[src/rtl/radix2_divider_pkg.sv]
// radix2_divider_pkg: shared state encoding and widths for the radix-2 divider
package radix2_divider_pkg;
  localparam int DIV_WIDTH = 32;
  localparam int CNT_W = $clog2(DIV_WIDTH);
  typedef enum logic [1:0] {IDLE, CALC, DONE} state_e;
endpackage

[src/rtl/radix2_divider_if.sv]
// radix2_divider_if: EXE-stage divide request/result handshake bundle
interface radix2_divider_if #(parameter int WIDTH = radix2_divider_pkg::DIV_WIDTH);
  logic             div_valid;
  logic             div_ready;
  logic             div_signed;
  logic [WIDTH-1:0] x;
  logic [WIDTH-1:0] y;
  logic             div_cancel;
  logic             res_valid;
  logic             res_ready;
  logic [WIDTH-1:0] s;
  logic [WIDTH-1:0] r;
  logic             div_busy;
  modport master (
    output div_valid, div_signed, x, y, div_cancel, res_ready,
    input  div_ready, res_valid, s, r, div_busy
  );
  modport slave (
    input  div_valid, div_signed, x, y, div_cancel, res_ready,
    output div_ready, res_valid, s, r, div_busy
  );
endinterface

[src/rtl/radix2_divider_div_step.sv]
// div_step: one restoring iteration, shifts a dividend bit into the partial remainder and trial-subtracts
module div_step #(parameter int WIDTH = 32) (
  input  logic [WIDTH-1:0] rem_i,
  input  logic             msb_i,
  input  logic [WIDTH-1:0] divisor_i,
  output logic [WIDTH-1:0] rem_o,
  output logic             q_o
);
  logic [WIDTH:0] part, diff;
  assign part  = {rem_i, msb_i};
  // rem_i < divisor keeps part < 2*divisor, so the top diff bit is the borrow
  assign diff  = part - {1'b0, divisor_i};
  assign q_o   = ~diff[WIDTH];
  assign rem_o = q_o ? diff[WIDTH-1:0] : part[WIDTH-1:0];
endmodule

[src/rtl/radix2_divider.sv]
// radix2_divider: fixed-latency restoring signed/unsigned divider with flush support
module radix2_divider
  import radix2_divider_pkg::*;
#(
  parameter int WIDTH = DIV_WIDTH
) (
  input logic             clk,
  input logic             resetn,
  radix2_divider_if.slave div
);
  localparam int CW = $clog2(WIDTH);
  state_e           state_q, state_d;
  logic [CW-1:0]    cnt_q, cnt_d;
  logic [WIDTH-1:0] dvd_q, dvd_d, dvs_q, dvs_d, rem_q, rem_d, x_q, x_d, s_q, s_d, r_q, r_d;
  logic             q_neg_q, q_neg_d, r_neg_q, r_neg_d, yz_q, yz_d;
  logic [WIDTH-1:0] step_rem, q_fin;
  logic             step_q;
  div_step #(.WIDTH(WIDTH)) u_step (
    .rem_i     (rem_q),
    .msb_i     (dvd_q[WIDTH-1]),
    .divisor_i (dvs_q),
    .rem_o     (step_rem),
    .q_o       (step_q)
  );
  // dvd_q shifts the dividend out at the top while quotient bits fill in at the bottom
  assign q_fin          = {dvd_q[WIDTH-2:0], step_q};
  assign div.div_ready  = state_q == IDLE;
  assign div.res_valid  = state_q == DONE;
  assign div.div_busy   = state_q != IDLE;
  assign div.s          = s_q;
  assign div.r          = r_q;
  always_comb begin
    state_d = state_q;
    cnt_d   = cnt_q;
    dvd_d   = dvd_q;
    dvs_d   = dvs_q;
    rem_d   = rem_q;
    x_d     = x_q;
    s_d     = s_q;
    r_d     = r_q;
    q_neg_d = q_neg_q;
    r_neg_d = r_neg_q;
    yz_d    = yz_q;
    if (div.div_cancel) begin
      state_d = IDLE;
    end else if (state_q == IDLE && div.div_valid) begin
      state_d = CALC;
      cnt_d   = '0;
      rem_d   = '0;
      dvd_d   = (div.div_signed && div.x[WIDTH-1]) ? -div.x : div.x;
      dvs_d   = (div.div_signed && div.y[WIDTH-1]) ? -div.y : div.y;
      q_neg_d = div.div_signed & (div.x[WIDTH-1] ^ div.y[WIDTH-1]);
      r_neg_d = div.div_signed & div.x[WIDTH-1];
      yz_d    = div.y == '0;
      x_d     = div.x;
    end else if (state_q == CALC) begin
      cnt_d = cnt_q + 1'b1;
      dvd_d = q_fin;
      rem_d = step_rem;
      if (cnt_q == CW'(WIDTH - 1)) begin
        state_d = DONE;
        s_d     = yz_q ? '1 : q_neg_q ? -q_fin : q_fin;
        r_d     = yz_q ? x_q : r_neg_q ? -step_rem : step_rem;
      end
    end else if (state_q == DONE && div.res_ready) begin
      state_d = IDLE;
    end
  end
  always_ff @(posedge clk or negedge resetn) begin
    if (!resetn) begin
      state_q <= IDLE;
      cnt_q   <= '0;
      dvd_q   <= '0;
      dvs_q   <= '0;
      rem_q   <= '0;
      x_q     <= '0;
      s_q     <= '0;
      r_q     <= '0;
      q_neg_q <= 1'b0;
      r_neg_q <= 1'b0;
      yz_q    <= 1'b0;
    end else begin
      state_q <= state_d;
      cnt_q   <= cnt_d;
      dvd_q   <= dvd_d;
      dvs_q   <= dvs_d;
      rem_q   <= rem_d;
      x_q     <= x_d;
      s_q     <= s_d;
      r_q     <= r_d;
      q_neg_q <= q_neg_d;
      r_neg_q <= r_neg_d;
      yz_q    <= yz_d;
    end
  end
endmodule

[src/flat_wrapper.sv]
// flat-port wrapper written by rule: the top's interface ports become plain ports
module radix2_divider_flat import radix2_divider_pkg::*;
#(
  parameter int WIDTH = DIV_WIDTH
)
  (clk, resetn, div_div_valid, div_div_signed, div_x, div_y, div_div_cancel, div_res_ready, div_div_ready, div_res_valid, div_s, div_r, div_div_busy);
  radix2_divider_if #(.WIDTH(WIDTH)) div_i ();
  input logic clk;
  input logic resetn;
  input wire logic [$bits(div_i.div_valid)-1:0] div_div_valid;
  input wire logic [$bits(div_i.div_signed)-1:0] div_div_signed;
  input wire logic [$bits(div_i.x)-1:0] div_x;
  input wire logic [$bits(div_i.y)-1:0] div_y;
  input wire logic [$bits(div_i.div_cancel)-1:0] div_div_cancel;
  input wire logic [$bits(div_i.res_ready)-1:0] div_res_ready;
  output wire logic [$bits(div_i.div_ready)-1:0] div_div_ready;
  output wire logic [$bits(div_i.res_valid)-1:0] div_res_valid;
  output wire logic [$bits(div_i.s)-1:0] div_s;
  output wire logic [$bits(div_i.r)-1:0] div_r;
  output wire logic [$bits(div_i.div_busy)-1:0] div_div_busy;
  assign div_i.div_valid = div_div_valid;
  assign div_i.div_signed = div_div_signed;
  assign div_i.x = div_x;
  assign div_i.y = div_y;
  assign div_i.div_cancel = div_div_cancel;
  assign div_i.res_ready = div_res_ready;
  assign div_div_ready = div_i.div_ready;
  assign div_res_valid = div_i.res_valid;
  assign div_s = div_i.s;
  assign div_r = div_i.r;
  assign div_div_busy = div_i.div_busy;
  radix2_divider #(.WIDTH(WIDTH)) u_core (.clk(clk), .resetn(resetn), .div(div_i));
endmodule
[config.mk]
export PLATFORM = sky130hd
export DESIGN_NAME = radix2_divider_flat
export DESIGN_NICKNAME = d
export VERILOG_FILES = /design/src/rtl/radix2_divider_pkg.sv /design/src/rtl/radix2_divider_if.sv /design/src/rtl/radix2_divider_div_step.sv /design/src/rtl/radix2_divider.sv /design/src/flat_wrapper.sv
export SDC_FILE = /design/constraint.sdc
export NUM_CORES = 1
export LEC_CHECK = 0
export BUFFER_PORTS_ARGS = -buffer_cell sky130_fd_sc_hd__buf_4
export CAP_MARGIN = 40
export CORE_AREA = 2 2 178 180
export DETAILED_ROUTE_END_ITERATION = 8
export DIE_AREA = 0 0 180 182
export MAX_ROUTING_LAYER = met4
export SLEW_MARGIN = 20
export SYNTH_ARGS = -nofsm -noshare
export SYNTH_HDL_FRONTEND = slang
export SYNTH_HIERARCHICAL = 1
export SYNTH_SLANG_ARGS = --single-unit
[constraint.sdc]
create_clock -name clk -period 14.2 [get_ports clk]
set_clock_uncertainty 0.1 [all_clocks]
set_input_delay 2.13 -clock clk [delete_from_list [all_inputs] [get_ports clk]]
set_output_delay 2.13 -clock clk [all_outputs]
set_load 0.005 [all_outputs]
==> results of run 1 <==
area by class of cell:
class	instances	area, µm²
clock inverter	11	140.1
sequential	202	5056
fill	2988	16060
multi-input combinational	1120	7123
inverter	51	198.9
clock buffer	33	715.7
timing repair buffer	149	1192
tap	402	503.0
per-stage QoR:
stage	hold slack (ns)	instance area (µm²)	instances
final	0.3754	14930	1968
after detailed placement	0.3606	14050	1923
after global routing	0.3967	14930	1968
after global placement	0.3586	13970	1920
after floorplan	0.3368	12740	1454
after CTS	0.3826	14900	1967
per-layer routing:
metal	vias up	share of wire, %	track usage [%]
li1	5352	-	-
met1	5154	47	28.68
met2	256	47	34.82
met3	50	3.4	1.905
met4	0	2.5	5.463
met5	-	0	-
critical path: stages, from the launching register on:
cell and delay, ns:
dfrtp_1 0.38, inv_1 0.06, ha_1 0.22, fa_1 0.39, and2b_1 0.24, o2111ai_2 0.13, a21oi_2 0.20, o2111ai_1 0.23
a211oi_2 0.34, nor2_4 0.10, mux2i_4 0.35, and2_4 0.32, inv_8 0.13, mux2_4 0.34, or4_4 0.54, or3_4 0.36
or4_4 0.54, o31ai_2 0.22, xor2_1 0.19, o22ai_1 0.10
cells in the mapped netlist, types with 16 or more instances:
cell / n
dfrtp_1: 202
nand2_1: 200
o21ai_0: 132
nor2_1: 119
a21oi_1: 111
xor2_1: 88
clkbuf_1: 60
xnor2_1: 55
inv_1: 50
ha_1: 38
a22o_1: 31
o31ai_1: 29
nand3_1: 26
nor3_1: 24
a22oi_1: 22
mux2_4: 19
a31oi_1: 18
or4_1: 17
a21o_1: 16
final timing paths:
kind,from,to,slack (ns),cells after the start
setup / recovery,u_core/dvd_q[31],u_core/div.r[20],8.56,19
setup reg to reg,u_core/dvd_q[31],u_core/div.r[20],8.56,19
hold / removal,u_core/dvs_q[4],u_core/dvs_q[4],0.38,2
hold reg to reg,u_core/dvs_q[4],u_core/dvs_q[4],0.38,2
min in group asynchronous,resetn,u_core/div.s[25],1.50,1
max in group asynchronous,resetn,u_core/yz_q,11.40,3
logic make-up (layout without fill, tap and decap cells):
| group | count (synthesis) | count (layout) | synth area share, % |
|---|---|---|---|
| AO/OA/AOI/OAI | 429 | 429 | 21.03 |
| flip-flops | 202 | 202 | 39.69 |
| XOR/XNOR | 143 | 143 | 9.834 |
| AND/OR/NAND/NOR | 475 | 475 | 17.27 |
| adder cells (fa/ha/maj) | 39 | 39 | 3.890 |
| buffers and inverters | 132 | 244 | 4.725 |
| multiplexers | 34 | 34 | 3.556 |
sequential cells by signal, summed over array words and instances, names as in the netlist, 2 cells and up:
name	flops
u_core/cnt_q	5
u_core/dvd_q	32
u_core/state_q	2
u_core/x_q	32
u_core/rem_q	32
u_core/div.s	32
u_core/div.r	32
u_core/dvs_q	32
power groups by stage:
| stage | sequential (W) | clock (W) | combinational [W] |
|---|---|---|---|
| floorplan | 0.000747 | 0 | 0.00123 |
| global placement | 0.000791 | 0 | 0.00146 |
| detailed placement | 0.000790 | 0 | 0.00148 |
| CTS | 0.000783 | 0.000675 | 0.00149 |
| global route | 0.000800 | 0.000694 | 0.00166 |
| finish | 0.000785 | 0.000657 | 0.00150 |
cell usage in the layout, fill, tap and decap left out, types with 5 or more instances in the layout:
cell / instances
a22o_1: 31
buf_4: 144
ha_1: 38
and3_1: 9
xor2_1: 88
or4_1: 17
or3_1: 12
nor2b_1: 6
nor2_1: 115
o22ai_1: 15
nand3_1: 26
o21ai_0: 132
nor4_1: 13
a31oi_1: 18
o21a_1: 8
nand2_1: 199
xnor2_1: 55
mux2i_1: 10
clkinv_2: 5
clkbuf_16: 25
a21o_1: 16
mux2_4: 19
o41ai_1: 10
o31ai_1: 29
dfrtp_1: 201
nand4_1: 10
a22oi_1: 22
inv_1: 50
a21oi_1: 111
nor3_1: 24
nand2b_1: 6
clkbuf_8: 7
==> flow_summary.ini, run 1 <==
[sta]
setup_viol = 0
finalHoldViolations = 0
slew_viol_final = 0
relSlewSlack_pct = 39.74
rsz0062_at_grt = false
timing.final.ws_setup_ns = 8.560
layout_min_cycle_time_ns = 5.640
max_freq_mhz = 177.3
post-route-period-util_pct = 39.72
fin_tns_setup_ns = 0
tightest_slew_ns = 0.9039

[floorplanning]
core-area_um2 = 30990
die_area_um2 = 32760
chipHeight_um = 182
initial_utilization_pct = 41.10
ios = 137
fp.dieW_um = 180
rows = 65

[worst_setup_path]
start_kind = flip-flop
worstPathArrival_ns = 5.91
endpoint_kind = flip-flop
cp_max_fo = 26
critPathKind = reg2reg
cp.required_ns = 14.47

[power]
netSwitchingFraction_pct = 41.65
clkPwrFrac_pct = 22.3
comb_power_share_pct = 51.0
finalPower_w = 0.002941
power.switching_w = 0.001225
vdd_ir_drop_max_uv = 110.9
leakagePower_nw = 6.844
power_frac_seq_pct = 26.7
p_int_w = 0.001716
power.density_nw_per_um2 = 197.0

[yosys]
synth.avg_cell_area_um2 = 8.759
ys_types = 83
synth_nets = 1563
syn_area_um2 = 12740
yosysSeqAreaShare_pct = 39.69
synthArstFlopShare_pct = 100.0
synthTopCellsByArea = dfrtp_1, xor2_1, nand2_1
synth-edff-count = 0
synth_top_area_share_pct = 39.69
syn_inst = 1454
ys_warn_count = 6
synth_flop_cell = dfrtp_1
ys_ff_latch = 202
synth_area_leader_cell = dfrtp_1

[layout]
final_core_utilization_pct = 48.18
drive_gt1_share_pct = 16.03
fin_nets = 1658
areaGrowthSynthToFinish_pct = 17.22
insertedDiodeCount = 0

[clock_tree]
cts_tree = built
cts_root_buf = clkbuf_16
numCtsBuffers = 25
htreeDepth = 1
cts_sinks = 202
clkSlewWorstSetupHoldPaths_ns = 0.06
cts.path.max_buffers = 3
clk_latency_ns = 0.52
post_cts_buffers = 0
cts_resized = 0
hold_buffers = 0

[global_routing]
grt_pass1_vias = 10350
antenna_found_initial = 0
grt_pass1_wl_um = 55790
grt_max_degree = 82
grt_usage_pct = 21.33
grt-ovfl-total = 0

[detailed_routing]
ant_nets = 0
drtIter0Drc = 745
remaining_drc_errors = 0
num_vias = 10810
dr.pass1.iters = 5
viasPerCell = 5.494
wl_per_cell_um = 17.64
drt_wl_total_um = 34710

[placement]
dp.final_hpwl_um = 25530
gp_congestion = 0.8865
numPortBuffers = 136
place_ws_ns = 8.549

[job]
drv_cap = 0

[status]
status = finished clean

[min_path]
hold_class = reg2reg
Note: power is estimated with default switching activity, not from simulation.
==> run 2, diff against run 1 <==
- clock period: 14.2 -> 5.5 ns (I/O delays scaled with it)
==> flow_summary.ini, run 2 (synthesized netlist as in run 1, its figures left out) <==
[status]
status = finished clean

[detailed_routing]
drt_wl_total_um = 34790
num_vias = 10850
drtIter0Drc = 697
ant_nets = 0
dr.pass1.iters = 5
wl_per_cell_um = 17.57
viasPerCell = 5.479
remaining_drc_errors = 0

[sta]
relSlewSlack_pct = 41.74
rsz0062_at_grt = false
max_freq_mhz = 189.5
finalHoldViolations = 0
setup_viol = 0
fin_tns_setup_ns = 0
slew_viol_final = 0
layout_min_cycle_time_ns = 5.278
post-route-period-util_pct = 95.97
tightest_slew_ns = 0.8739

[worst_setup_path]
start_kind = flip-flop
cp_top_family = simple AND/OR/NAND/NOR gates
cp.required_ns = 5.77
worstPathArrival_ns = 5.55
cp_slowest_stage_delay_ns = 0.55
cp_num_buf_inv = 2
endpoint_kind = flip-flop
worst_path_max_delay_cell = or4_4
critPathKind = reg2reg
cp_max_fo = 10
path_cells = inv_1 -> ha_1 -> fa_1 -> and2b_1 -> o2111ai_2 -> a21oi_2 -> o2111ai_2 -> a211oi_2 -> nor2_4 -> mux2i_4 -> and2_4 -> inv_8 -> mux2_4 -> or4_4 -> or3_4 -> or4_4 -> o31ai_2 -> xor2_1 -> o22ai_1

[layout]
stdcell_area_um2 = 14990
areaGrowthSynthToFinish_pct = 17.67
insertedDiodeCount = 0
drive_gt1_share_pct = 16.60
fin_nets = 1670
mostFrequentLayoutCell = dfrtp_1
final_cell_mix = dfrtp_1, nand2_1, buf_4

[clock_tree]
clk_latency_ns = 0.53
cts_root_buf = clkbuf_16
cts_sinks = 202
htreeDepth = 1
numCtsBuffers = 25
cts.path.max_buffers = 3
cts_tree = built
clkSlewWorstSetupHoldPaths_ns = 0.06
post_cts_buffers = 0

[placement]
gp_congestion = 0.8812
dp.final_hpwl_um = 25250
placed_area_um2 = 14120
numPortBuffers = 136

[floorplanning]
fp.dieW_um = 180
ios = 137
core-area_um2 = 30990
die_area_um2 = 32760
chipHeight_um = 182
initial_utilization_pct = 41.10
rows = 65

[power]
vdd_ir_drop_max_uv = 283.4
leakagePower_nw = 6.869
power.density_nw_per_um2 = 517.7
finalPower_w = 0.007759

[min_path]
hold_class = in2async

[global_routing]
grt-ovfl-total = 0
grt_pass1_wl_um = 56100
grt_pass1_vias = 10630
grt_max_degree = 105
grt_usage_pct = 21.43
antenna_found_initial = 0

[job]
drv_cap = 0
run 2: cell types whose count changed in the layout (fill, tap and decap cells not counted), sizes merged:
| cell | before | now |
|---|---|---|
| buf | 148 | 160 |
| clkinv | 6 | 2 |
| clkinvlp | 1 | 4 |
| clkbuf | 34 | 36 |
| bufinv | 3 | 2 |
run 2: what timing repair did:
action                                  4_1_cts  5_1_grt
resized for setup                             0        1
hold buffers                                  0        0
endpoints found under the setup margin        0        4
run 2: through the flow:
stage	setup WS, ns	utilization [%]	std cells	hold WS [ns]
after global routing	0.01552	48.37	1980	0.1238
after floorplan	0.2749	-	1454	0.3368
after detailed placement	0.1273	45.57	1935	0.3551
final	0.2217	48.37	1980	0.1121
after global placement	0.2034	45.51	1934	0.3527
after CTS	0.1263	48.26	1979	0.3293
run 2: worst paths after layout:
path	startpoint	endpoint	slack, ns	cells past startpoint
max reg2reg	u_core/dvd_q[31]	u_core/div.r[20]	0.22	19
max	u_core/dvd_q[31]	u_core/div.r[20]	0.22	19
min reg2reg	u_core/x_q[30]	u_core/x_q[30]	0.37	2
min	resetn	u_core/div.s[27]	0.11	1
min in group clk	u_core/x_q[30]	u_core/x_q[30]	0.37	2
max in group asynchronous	resetn	u_core/dvs_q[6]	4.00	3
run 2: final cells by class:
cell class                 instances  area (µm²)
sequential                       202        5056
multi-input combinational       1120        7129
fill                            3017       16000
clock inverter                     9       108.9
inverter                          51       198.9
clock buffer                      35       723.2
tap                              402       503.0
timing repair buffer             161        1267
run 2: metal layers:
layer	track usage [%]	vias to the layer above	share of wire, %
li1	-	5376	-
met1	28.96	5158	47
met2	34.24	250	46
met3	2.306	64	3.5
met4	6.081	0	2.7
met5	-	-	0
run 2: power breakdown:
part,switching (W),total [W],internal (W),leakage [nW]
logic,0.00229,0.00408,0.00179,3.84
registers,0.000280,0.00202,0.00174,2.63
clock network,0.000651,0.00166,0.00101,0.397
total,0.00322,0.00776,0.00454,6.87
run 2: worst register-to-register path: cells and delay by family, from the launching register on:
| kind | cells | cell delay (ns) |
|---|---|---|
| simple gates | 6 | 2.01 |
| compound gates | 6 | 1.15 |
| fa+ha+maj | 2 | 0.62 |
| mux | 2 | 0.53 |
| flops | 1 | 0.37 |
| xor+xnor | 1 | 0.18 |
| buf+inv | 2 | 0.16 |
